==> src/rtl/vedic_mul_accumulator.sv <==
// vedic_mul_accumulator: pipelined unsigned 32x32 multiply-accumulate for
// dot-product packets.
//   clk, rst        : clock, asynchronous active-high reset
//   in_valid/ready  : operand handshake for a, b, in_last
//   acc_clr         : synchronous abort; empties the pipeline and clears state
//   out_valid/ready : result handshake for acc_out, term_cnt, ovf
// Pipeline: accept -> stage 1 (operands) -> stage 2 (product) -> accumulate.

// Recursive Vedic (Urdhva Tiryagbhyam) multiplier; W must be a power of two >= 2.
module vedic_mul_n #(
  parameter int unsigned W = 2
) (
  input  logic [W-1:0]   a,
  input  logic [W-1:0]   b,
  output logic [2*W-1:0] p
);
  if (W == 2) begin : g_base
    // 2x2 multiply built from two half adders.
    logic c1;
    assign p[0] = a[0] & b[0];
    assign p[1] = (a[1] & b[0]) ^ (a[0] & b[1]);
    assign c1   = (a[1] & b[0]) & (a[0] & b[1]);
    assign p[2] = (a[1] & b[1]) ^ c1;
    assign p[3] = (a[1] & b[1]) & c1;
  end else begin : g_rec
    localparam int unsigned H  = W / 2;
    localparam int unsigned PW = 2 * W;
    logic [W-1:0]  ll, lh, hl, hh;
    logic [PW-1:0] mid;
    vedic_mul_n #(.W(H)) u_ll (.a(a[H-1:0]), .b(b[H-1:0]), .p(ll));
    vedic_mul_n #(.W(H)) u_lh (.a(a[H-1:0]), .b(b[W-1:H]), .p(lh));
    vedic_mul_n #(.W(H)) u_hl (.a(a[W-1:H]), .b(b[H-1:0]), .p(hl));
    vedic_mul_n #(.W(H)) u_hh (.a(a[W-1:H]), .b(b[W-1:H]), .p(hh));
    // Cross products land H bits up; outer products concatenate directly.
    assign mid = PW'(lh) + PW'(hl);
    assign p   = {hh, ll} + (mid << H);
  end
endmodule

// Unsigned 32x32 -> 64 Vedic multiplier.
module vedic_32bit_mul (
  input  logic [31:0] a,
  input  logic [31:0] b,
  output logic [63:0] p
);
  vedic_mul_n #(.W(32)) u_mul (.a(a), .b(b), .p(p));
endmodule

module vedic_mul_accumulator #(
  parameter int unsigned ACC_WIDTH = 72,
  parameter int unsigned CNT_WIDTH = 9
) (
  input  logic                 clk,
  input  logic                 rst,
  input  logic                 in_valid,
  output logic                 in_ready,
  input  logic [31:0]          a,
  input  logic [31:0]          b,
  input  logic                 in_last,
  input  logic                 acc_clr,
  output logic                 out_valid,
  input  logic                 out_ready,
  output logic [ACC_WIDTH-1:0] acc_out,
  output logic [CNT_WIDTH-1:0] term_cnt,
  output logic                 ovf
);
  localparam int unsigned OPW = 32;
  localparam int unsigned PRW = 64;
  localparam int unsigned SW  = ACC_WIDTH + 1;

  typedef enum logic [1:0] {IDLE, ACCUM, DRAIN, HOLD} state_e;

  state_e               state_q, state_d;
  logic                 s1_valid_q, s1_valid_d;
  logic [OPW-1:0]       s1_a_q, s1_a_d, s1_b_q, s1_b_d;
  logic                 s1_last_q, s1_last_d;
  logic                 s2_valid_q, s2_valid_d;
  logic [PRW-1:0]       s2_prod_q, s2_prod_d;
  logic                 s2_last_q, s2_last_d;
  logic [ACC_WIDTH-1:0] acc_q, acc_d, acc_out_q, acc_out_d;
  logic [CNT_WIDTH-1:0] cnt_q, cnt_d, term_cnt_q, term_cnt_d;
  logic                 ovf_q, ovf_d;
  logic                 out_valid_q, out_valid_d;

  logic [PRW-1:0]       prod;
  logic [SW-1:0]        acc_sum;
  logic [CNT_WIDTH-1:0] cnt_inc;
  logic                 accept;

  vedic_32bit_mul u_mul (.a(s1_a_q), .b(s1_b_q), .p(prod));

  assign acc_sum = SW'(acc_q) + SW'(s2_prod_q);
  assign cnt_inc = (cnt_q == {CNT_WIDTH{1'b1}}) ? cnt_q : cnt_q + CNT_WIDTH'(1);

  // Ready only while collecting a packet; acc_clr and rst block acceptance.
  assign in_ready = ((state_q == IDLE) || (state_q == ACCUM)) && !acc_clr && !rst;
  assign accept   = in_valid && in_ready;

  assign out_valid = out_valid_q;
  assign acc_out   = acc_out_q;
  assign term_cnt  = term_cnt_q;
  assign ovf       = ovf_q;

  // Next-state, pipeline and accumulator logic.
  always_comb begin
    state_d     = state_q;
    s1_valid_d  = accept;
    s1_a_d      = s1_a_q;
    s1_b_d      = s1_b_q;
    s1_last_d   = s1_last_q;
    s2_valid_d  = s1_valid_q;
    s2_prod_d   = prod;
    s2_last_d   = s1_last_q;
    acc_d       = acc_q;
    cnt_d       = cnt_q;
    ovf_d       = ovf_q;
    out_valid_d = out_valid_q;
    acc_out_d   = acc_out_q;
    term_cnt_d  = term_cnt_q;

    if (accept) begin
      s1_a_d    = a;
      s1_b_d    = b;
      s1_last_d = in_last;
    end

    if (s2_valid_q) begin
      acc_d = acc_sum[ACC_WIDTH-1:0];
      cnt_d = cnt_inc;
      ovf_d = ovf_q | acc_sum[ACC_WIDTH];
    end

    case (state_q)
      IDLE:  if (accept) state_d = in_last ? DRAIN : ACCUM;
      ACCUM: if (accept && in_last) state_d = DRAIN;
      DRAIN: begin
        if (s2_valid_q && s2_last_q) begin
          state_d     = HOLD;
          out_valid_d = 1'b1;
          acc_out_d   = acc_sum[ACC_WIDTH-1:0];
          term_cnt_d  = cnt_inc;
        end
      end
      HOLD: begin
        if (out_valid_q && out_ready) begin
          state_d     = IDLE;
          acc_d       = '0;
          cnt_d       = '0;
          ovf_d       = 1'b0;
          out_valid_d = 1'b0;
          acc_out_d   = '0;
          term_cnt_d  = '0;
        end
      end
      default: state_d = IDLE;
    endcase

    // Abort wins over acceptance, accumulation and the output handshake.
    if (acc_clr) begin
      state_d     = IDLE;
      s1_valid_d  = 1'b0;
      s2_valid_d  = 1'b0;
      acc_d       = '0;
      cnt_d       = '0;
      ovf_d       = 1'b0;
      out_valid_d = 1'b0;
      acc_out_d   = '0;
      term_cnt_d  = '0;
    end
  end

  // State registers.
  always_ff @(posedge clk or posedge rst) begin
    if (rst) begin
      state_q     <= IDLE;
      s1_valid_q  <= 1'b0;
      s1_a_q      <= '0;
      s1_b_q      <= '0;
      s1_last_q   <= 1'b0;
      s2_valid_q  <= 1'b0;
      s2_prod_q   <= '0;
      s2_last_q   <= 1'b0;
      acc_q       <= '0;
      cnt_q       <= '0;
      ovf_q       <= 1'b0;
      out_valid_q <= 1'b0;
      acc_out_q   <= '0;
      term_cnt_q  <= '0;
    end else begin
      state_q     <= state_d;
      s1_valid_q  <= s1_valid_d;
      s1_a_q      <= s1_a_d;
      s1_b_q      <= s1_b_d;
      s1_last_q   <= s1_last_d;
      s2_valid_q  <= s2_valid_d;
      s2_prod_q   <= s2_prod_d;
      s2_last_q   <= s2_last_d;
      acc_q       <= acc_d;
      cnt_q       <= cnt_d;
      ovf_q       <= ovf_d;
      out_valid_q <= out_valid_d;
      acc_out_q   <= acc_out_d;
      term_cnt_q  <= term_cnt_d;
    end
  end

endmodule

==> config.mk <==
export PLATFORM = sky130hd
export DESIGN_NAME = vedic_mul_accumulator
export DESIGN_NICKNAME = d
export VERILOG_FILES = /design/src/rtl/vedic_mul_accumulator.sv
export SDC_FILE = /design/constraint.sdc
export NUM_CORES = 2
export LEC_CHECK = 0
export ABC_CLOCK_PERIOD_IN_PS = 20900
export CAP_MARGIN = 20
export CORE_MARGIN = 2
export CORE_UTILIZATION = 30
export DETAILED_ROUTE_END_ITERATION = 10
export GPL_TIMING_DRIVEN = 0
export PLACE_DENSITY = 0.56
export SETUP_SLACK_MARGIN = 0.02
export SLEW_MARGIN = 15
export SYNTH_ARGS = -nofsm -noshare
export SYNTH_HDL_FRONTEND = slang
export SYNTH_SLANG_ARGS = --single-unit
==> constraint.sdc <==
create_clock -name clk -period 20.9 [get_ports clk]
set_input_delay 4.18 -clock clk [delete_from_list [all_inputs] [get_ports clk]]
set_output_delay 4.18 -clock clk [all_outputs]
set_load 0.02 [all_outputs]
==> flow_summary.toml <==
[setup_path]
crit_top_cell = "o21ai_0"
crit_buf_inv = 4
end_kind = "flip-flop"
max_stage_delay_ps = 830
slowest_stage = "clkbuf_1"
worstPathRequired_ps = 21330
crit_type = "reg2reg"
arrival_ps = 11970
cp-start-kind = "flip-flop"
crit_family = "compound AO/OA/AOI/OAI gates"
path_max_fanout = 10

[timing]
finalSetupViolations = 0
skew_ps = 70.8
finalHoldViolCount = 0
max_freq_mhz = 86.7
period_minus_slack_ps = 11540
post-route-period-util_pct = 55.2
rsz0062_at_grt = "no"
slew_viol_final = 0
tns_ps = 0
worst_pin_slew_ps = 1070
relSlewSlack_pct = 28.8

[routing]
routed_wl_mm = 202
drt_iter0_markers = 2969
drtPass1Iterations = 6
num_vias = 54400
drc = 0
drtAntennaViolNets = 0
routed_via_density = 4.98
wl_per_cell_um = 18.5

[logic_synthesis]
ys_warn_count = 0
ys_seq_elements = 298
synth_area_um2 = 66000
synth.distinct_cells = 93
synth_area_per_cell_um2 = 8.46
synthesis.nets = 9677
synth-edff-count = 0
ys_seq_area_share_pct = 11.3
synth_flop_cell = "dfrtp_1"
async_flop_share_pct = 100
syn_inst = 7810

[cells_and_area]
fill_cells = 22800
area_growth_pct = 9.90
drive_gt1_share_pct = 1.75
final_nets = 9875

[grt]
grt_max_degree = 100
grt_pass1_vias = 54500
grt_overflow = 0
grt_pass1_wl_mm = 313
grt_use_total_pct = 17.8
antenna_found_initial = 21

[placement]
gp_congestion = 0.924
port_buffers = 152
hpwlAfterDp_mm = 171

[floorplanning]
io-pin-count = 154
die_h_um = 473
core_area_um2 = 219000
die-area_um2 = 224000
die_w_um = 473
rows = 172
start_util_pct = 30.1

[clock_tree]
clock_latency_ps = 660
numCtsBuffers = 39
cts-hold-fix-buffers = 0
htree_num_levels = 2
cts_tree = "done"
post-cts-setup-buffer-count = 0
cts.sinks = 298
cts_resized = 0
clk_pin_slew_ps = 60
clock-root-buffer = "clkbuf_16"
clockBufferDepth = 3

[min_path]
min_path_type = "reg2reg"

[job]
maxCapViolations = 0

[outcome]
status = "completed"
[cell families after synthesis]
logic type      after synthesis  share of synthesized area (%)
flops                       298                           11.3
compound gates             1798                           17.7
xor+xnor                    930                           12.3
fa+ha+maj                  1797                           36.0
buf+inv                     874                           5.01
simple gates               2062                           16.9
mux                          51                          0.773
[synth_stat cells (19+ instances only)]
library cell  number  area (um2)
nor3_1            60         300
nor2_1           301        1130
o21a_1            64         480
mux2i_1           51         510
xor2_1           198        1730
nand3_1           56         280
o21ai_0          185         926
inv_1            593        2230
and3_1            23         144
nand2_1          370        1390
nand4_1           35         219
o21bai_1         216        1620
a21oi_1          649        3250
fa_1             171        3420
nand2b_1          52         325
a22o_1            50         438
o21ai_1           19        95.1
dfrtp_1          298        7460
clkbuf_1         264         991
a21o_1           442        3320
a211oi_1          26         195
and2_1          1035        6470
nor2b_1           66         413
ha_1            1626       20300
xnor2_1          732        6410
[cell type report]
class	instances	area, um2	share of cell area [%]
well taps	2871	3590	4.95
repair buffers	157	1640	2.25
diodes	10	25.0	0.0345
clock buffers	53	1100	1.51
inverters	593	2230	3.08
plain buffers	281	1080	1.49
multi-input cells	6638	55300	76.2
flip-flops and latches	298	7460	10.3
clock inverters	16	180	0.248
[state kept, by name, summed over array words and instances, names as in the netlist, 2 cells and up]
signal,count
s1_b_q,32
term_cnt,9
acc_q,72
s1_a_q,32
s2_prod_q,64
state_q,2
cnt_q,9
acc_out,72
[cell usage in the layout, fill, tap and decap left out, types with 66 or more instances in the layout]
cell,n
fa_1,171
xnor2_1,732
clkbuf_1,269
xor2_1,198
a21oi_1,649
a21o_1,442
nor2_1,301
clkdlybuf4s50_1,152
inv_1,592
dfrtp_1,298
ha_1,1626
o21bai_1,216
o21ai_0,185
and2_1,1035
nand2_1,370
nor2b_1,66
[worst reg2reg max path, delay by kind of cell (launching register included)]
kind	cells	cell delay [ps]
AO/OA/AOI/OAI	13	3590
XOR/XNOR	4	1130
adder cells (fa/ha/maj)	7	2710
buffers and inverters	4	1020
flip-flops	1	520
AND/OR/NAND/NOR	14	2380
[worst paths after layout]
kind                                 from            end  slack, ps  depth (start not counted)
min in group asynchronous             rst    term_cnt[1]       3970                          2
worst max register to register  s1_a_q[3]  s2_prod_q[55]       9360                         42
max in group asynchronous             rst     s1_b_q[21]      15570                          4
worst min register to register  s1_last_q      s2_last_q        400                          0
worst min-delay path            s1_last_q      s2_last_q        400                          0
worst max-delay path            s1_a_q[3]  s2_prod_q[55]       9360                         42
[through the flow]
stage / utilization [%] / std cells / area, um2 / setup WS [ps] / hold WS (ps)
3_3_place_gp: 32.4 / 10800 / 71200 / 3810 / 361
5_1_grt: 33.1 / 10900 / 72600 / 8640 / 416
4_1_cts: 33.1 / 10900 / 72600 / 9460 / 414
3_5_place_dp: 32.5 / 10800 / 71300 / 9580 / 366
6_report: 33.1 / 10900 / 72600 / 9360 / 397
2_1_floorplan: - / 7810 / 66000 / 8490 / 354
[metal layers]
layer / track usage [%] / routed length (um)
met2: 29.3 / 89800
met4: 5.95 / 7620
met5: 0 / 61
met3: 1.44 / 8310
met1: 24.4 / 96000
Power is not shown: default switching activity piles up to over one toggle a cycle in this logic, so the estimate is an artifact.
